===== src/rtl/wb_axi_writer_pkg.sv =====
// Shared definitions for the write-buffer to AXI line writer: FSM encoding,
// AXI burst constants and a line-word select helper.
package wb_axi_writer_pkg;

  typedef enum logic [2:0] {
    StIdle = 3'd0,
    StAddr = 3'd1,
    StData = 3'd2,
    StResp = 3'd3,
    StDone = 3'd4
  } state_e;

  localparam logic [1:0] BURST_INCR = 2'b01;
  localparam logic [2:0] SIZE_4B    = 3'd2;
  localparam logic [7:0] LEN_8BEAT  = 8'd7;
  localparam logic [1:0] RESP_OKAY  = 2'b00;

  localparam logic [2:0] LAST_BEAT  = 3'd7;
  localparam int unsigned LINE_W    = 256;

  // Word idx of a 256-bit line, word0 in bits [31:0].
  function automatic logic [31:0] line_word(input logic [LINE_W-1:0] line,
                                            input logic [2:0] idx);
    return line[{idx, 5'b00000} +: 32];
  endfunction

endpackage


===== src/rtl/wb_axi_writer.sv =====
// Retires one 32-byte write-buffer line as a single 8-beat INCR AXI write
// burst. One transaction at a time; address phase fully precedes data phase.
module wb_axi_writer
  import wb_axi_writer_pkg::*;
#(
  parameter int unsigned ID_WIDTH = 4,
  parameter int unsigned AW_ID    = 0
) (
  input  logic                clk,
  input  logic                rst,
  // write-buffer side
  input  logic                wen_i,
  input  logic [31:0]         waddr_i,
  input  logic [255:0]        wdata_i,
  output logic                done_o,
  output logic                busy_o,
  output logic                err_o,
  // AXI write address
  output logic [ID_WIDTH-1:0] awid,
  output logic [31:0]         awaddr,
  output logic [7:0]          awlen,
  output logic [2:0]          awsize,
  output logic [1:0]          awburst,
  output logic                awvalid,
  input  logic                awready,
  // AXI write data
  output logic [31:0]         wdata,
  output logic [3:0]          wstrb,
  output logic                wlast,
  output logic                wvalid,
  input  logic                wready,
  // AXI write response
  input  logic [ID_WIDTH-1:0] bid,
  input  logic [1:0]          bresp,
  input  logic                bvalid,
  output logic                bready
);

  localparam logic [ID_WIDTH-1:0] AwIdVal = ID_WIDTH'(AW_ID);

  state_e         state_q, state_d;
  logic [31:0]    addr_q;
  logic [255:0]   line_q;
  logic [2:0]     beat_q;
  logic           err_q;

  // Only one ID is ever outstanding, so the response ID carries no information.
  logic unused_bid;
  assign unused_bid = ^bid;

  // State register; reset abandons any in-flight burst immediately.
  always_ff @(posedge clk or posedge rst) begin
    if (rst) begin
      state_q <= StIdle;
    end else begin
      state_q <= state_d;
    end
  end

  // Next-state logic.
  always_comb begin
    state_d = state_q;
    unique case (state_q)
      StIdle: if (wen_i) state_d = StAddr;
      StAddr: if (awready) state_d = StData;
      StData: if (wready && (beat_q == LAST_BEAT)) state_d = StResp;
      StResp: if (bvalid) state_d = StDone;
      StDone: state_d = StIdle;
      default: state_d = StIdle;
    endcase
  end

  // Line capture, beat counter and sticky response error.
  always_ff @(posedge clk or posedge rst) begin
    if (rst) begin
      addr_q <= '0;
      line_q <= '0;
      beat_q <= '0;
      err_q  <= 1'b0;
    end else begin
      if ((state_q == StIdle) && wen_i) begin
        addr_q <= waddr_i;
        line_q <= wdata_i;
      end
      // 3-bit counter wraps back to 0 on the wlast handshake.
      if ((state_q == StData) && wready) begin
        beat_q <= beat_q + 3'd1;
      end
      if ((state_q == StResp) && bvalid && (bresp != RESP_OKAY)) begin
        err_q <= 1'b1;
      end
    end
  end

  // Outputs decoded from state and registers only.
  always_comb begin
    awvalid = 1'b0;
    wvalid  = 1'b0;
    wlast   = 1'b0;
    wstrb   = 4'h0;
    bready  = 1'b0;
    done_o  = 1'b0;
    busy_o  = (state_q != StIdle);
    wdata   = line_word(line_q, beat_q);
    unique case (state_q)
      StIdle: ;
      StAddr: awvalid = 1'b1;
      StData: begin
        wvalid = 1'b1;
        wstrb  = 4'hF;
        wlast  = (beat_q == LAST_BEAT);
      end
      StResp: bready = 1'b1;
      StDone: done_o = 1'b1;
      default: ;
    endcase
  end

  assign awid    = AwIdVal;
  assign awaddr  = addr_q;
  assign awlen   = LEN_8BEAT;
  assign awsize  = SIZE_4B;
  assign awburst = BURST_INCR;
  assign err_o   = err_q;

endmodule

===== config.mk =====
export PLATFORM = sky130hd
export DESIGN_NAME = wb_axi_writer
export DESIGN_NICKNAME = d
export VERILOG_FILES = /design/src/rtl/wb_axi_writer_pkg.sv /design/src/rtl/wb_axi_writer.sv
export SDC_FILE = /design/constraint.sdc
export NUM_CORES = 1
export LEC_CHECK = 0
export CELL_PAD_IN_SITES_DETAIL_PLACEMENT = 1
export CELL_PAD_IN_SITES_GLOBAL_PLACEMENT = 1
export CORE_ASPECT_RATIO = 1.25
export CORE_MARGIN = 1.5
export CORE_UTILIZATION = 42
export DETAILED_ROUTE_END_ITERATION = 12
export PLACE_DENSITY = 0.91
export REMOVE_ABC_BUFFERS = 1
export SLEW_MARGIN = 10
export SYNTH_ARGS = -nofsm -noshare
export SYNTH_HDL_FRONTEND = slang
export SYNTH_SLANG_ARGS = --single-unit

===== constraint.sdc =====
create_clock -name clk -period 21.9 [get_ports clk]
set_input_delay 3.285 -clock clk [delete_from_list [all_inputs] [get_ports clk]]
set_output_delay 3.285 -clock clk [all_outputs]
set_load 0.02 [all_outputs]

==> flow_metrics.env <==
export IMPL_cts_clk_slew_worst_paths_ps=60
export IMPL_yosysMostFrequentCell="dfrtp_1"
export IMPL_finClkSkew_ps=10.4
export IMPL_io_buffers=370
export IMPL_die_h_um=201
export IMPL_gp_congestion=0.782
export IMPL_netlist_area_leader_share_pct=55.9
export IMPL_grt_pass1_wl_um=55900
export IMPL_dp_slack_ps=15170
export IMPL_layout_drive_gt1_share_pct=21.7
export IMPL_yosysSeqAreaShare_pct=55.9
export IMPL_antenna_found_initial=12
export IMPL_critPathLaunchType="register"
export IMPL_clock_sinks=295
export IMPL_dr_total_vias=8184
export IMPL_p_per_area_nw_per_um2=151
export IMPL_cts_htree_levels=1
export IMPL_synth_edff_count=0
export IMPL_root_buffer="clkbuf_16"
export IMPL_vdd_ir_drop_max_uv=92.4
export IMPL_rsz0062_at_grt="false"
export IMPL_cts_tree="yes"
export IMPL_grt_ovfl_total=0
export IMPL_path_class="register to output pin"
export IMPL_netlist_instances=780
export IMPL_max_stage_delay_ps=860
export IMPL_synth_warnings=0
export IMPL_critPathSlowestCell="dfrtp_4"
export IMPL_postCtsSetupBuffers=0
export IMPL_worst_pin_slew_ps=1090
export IMPL_track_usage_pct=22.5
export IMPL_crit_arrival_ps=3610
export IMPL_dpl_hpwl_um=24100
export IMPL_p_leak_nw=7.28
export IMPL_worstHoldPathCells=1
export IMPL_hp_class="register to register"
export IMPL_die_w_um=162
export IMPL_avgRoutedWirePerCell_um=22.8
export IMPL_min_period_ps=6900
export IMPL_fin_crit_sh_pct=31.5
export IMPL_die_area_um2=32500
export IMPL_fin_tns_setup_ps=0
export IMPL_area_growth_pct=36.5
export IMPL_route_detailed_drc=0
export IMPL_fmax_ghz=0.145
export IMPL_ant_nets=0
export IMPL_synth_flop_cell="dfrtp_1"
export IMPL_hold_buffers=0
export IMPL_endpoint_kind="output pin"
export IMPL_drv_slew=0
export IMPL_finalPower_w=0.00272
export IMPL_ioPinCount=392
export IMPL_synth_largest_area_cell="dfrtp_1"
export IMPL_first_iter_violations=238
export IMPL_yosys_top_cells_count="dfrtp_1 (295), mux2_1 (200), mux2_2 (122), mux4_2 (64), buf_6 (24)"
export IMPL_drt_pass1_iterations=4
export IMPL_setup_viol=0
export IMPL_crit_chain="buf_4 -> mux4_2 -> mux2_2 -> clkdlybuf4s50_1"
export IMPL_rr_worst_depth=5
export IMPL_initial_core_util_pct=42.7
export IMPL_grt_max_degree=158
export IMPL_hold_viol=0
export IMPL_cts_buffers=31
export IMPL_async_flop_share_pct=100
export IMPL_cp_max_fo=35
export IMPL_layoutNonFillerInstCount=1576
export IMPL_ys_seq_elements=295
export IMPL_first_global_vias=9728
export IMPL_syn_cell_area_um2=13200
export IMPL_fin_ws_ps=15000
export IMPL_fin_nets=1438
export IMPL_synth_area_leaders="dfrtp_1 (56%), mux2_1 (17%), mux4_2 (11%)"
export IMPL_vias_per_cell=5.19
export IMPL_slew_headroom_pct=27.5
export IMPL_synth_cell_types=28
export IMPL_drv_cap=0
export IMPL_place_inst=1510
export IMPL_clock_path_buffers=3
export IMPL_cts_resized=0
export IMPL_status="finished, final reports clean"
export IMPL_rows=72
export IMPL_wirelength_um=35900
export IMPL_syn_area_per_cell_um2=16.9
export IMPL_core_area_um2=30900
export IMPL_holdWs_ps=461
export IMPL_clock_latency_ps=550
export IMPL_cp_data_required_time_ps=18620
-- flip-flops by register name, summed over array words and instances, names as in the netlist --
register	count
err_o	1
awaddr	32
state_q	3
line_q	256
beat_q	3
-- final timing paths --
check,endpoint,start,slack [ps]
min,err_o$_DFFE_PP0P_,err_o$_DFFE_PP0P_,460
min in group asynchronous,line_q[63]$_DFFE_PP0P_,rst,3390
max,wdata[15],beat_q[0]$_DFFE_PP0P_,15000
min reg2reg,err_o$_DFFE_PP0P_,err_o$_DFFE_PP0P_,460
max reg2reg,line_q[90]$_DFFE_PP0P_,state_q[1]$_DFFE_PP0P_,18160
max in group asynchronous,line_q[87]$_DFFE_PP0P_,rst,16070
-- worst max-delay path, delay by kind of cell, from the launching register on --
family	cells	cell delay, ps
buffers and inverters	2	1280
muxes	2	890
DFF	1	860
-- per-layer routing --
layer	GRT usage, %	vias up	share of wire, %
li1	-	3561	-
met3	5.17	69	6.4
met1	24.2	4265	35
met2	41.8	285	55
met4	9.33	4	3.3
met5	0	-	0.095
-- logic make-up (layout without fill, tap and decap cells) --
logic type	after synthesis	after routing	share of synthesized area, %
xor gates and xnor gates	1	1	0.0664
and+or+nand+nor	13	13	0.692
buffers and inverters	75	439	4.34
other	2	27	0.0569
adders and majority gates	2	2	0.190
DFF	295	295	55.9
AOI/OAI and AO/OA	6	6	0.303
muxes	386	386	38.4
-- area by class of cell --
class	instances	area, µm²
clock inverter	14	131
tap	407	509
sequential	295	7390
inverter	4	22.5
timing repair buffer	379	3770
fill	2861	12900
antenna	10	25.0
clock buffer	42	867
multi-input combinational	425	5300
-- report_power, final --
part / switching, W / leakage, nW / internal, W / total [W]
registers: 0.000183 / 3.47 / 0.000828 / 0.00101
clock network: 0.000216 / 0.489 / 0.000300 / 0.000516
logic: 0.000498 / 3.32 / 0.000700 / 0.00120
-- layout by cell type, fill, tap and decap left out, types with 8 or more instances in the layout --
master	netlist	layout
conb_1	2	17
mux2_1	200	200
buf_4	21	9
clkinv_2	0	8
mux4_2	64	64
clkbuf_16	0	31
mux2_2	122	122
diode_2	0	10
clkdlybuf4s50_1	0	370
dfrtp_1	295	292
-- metrics by stage --
step	utilization (%)	area [µm²]
finish	58.3	18000
global route	58.3	18000
CTS	58.2	18000
global placement	55.0	17000
floorplan	-	12700
detailed placement	55.0	17000
Power figures use the tool's default switching activity.
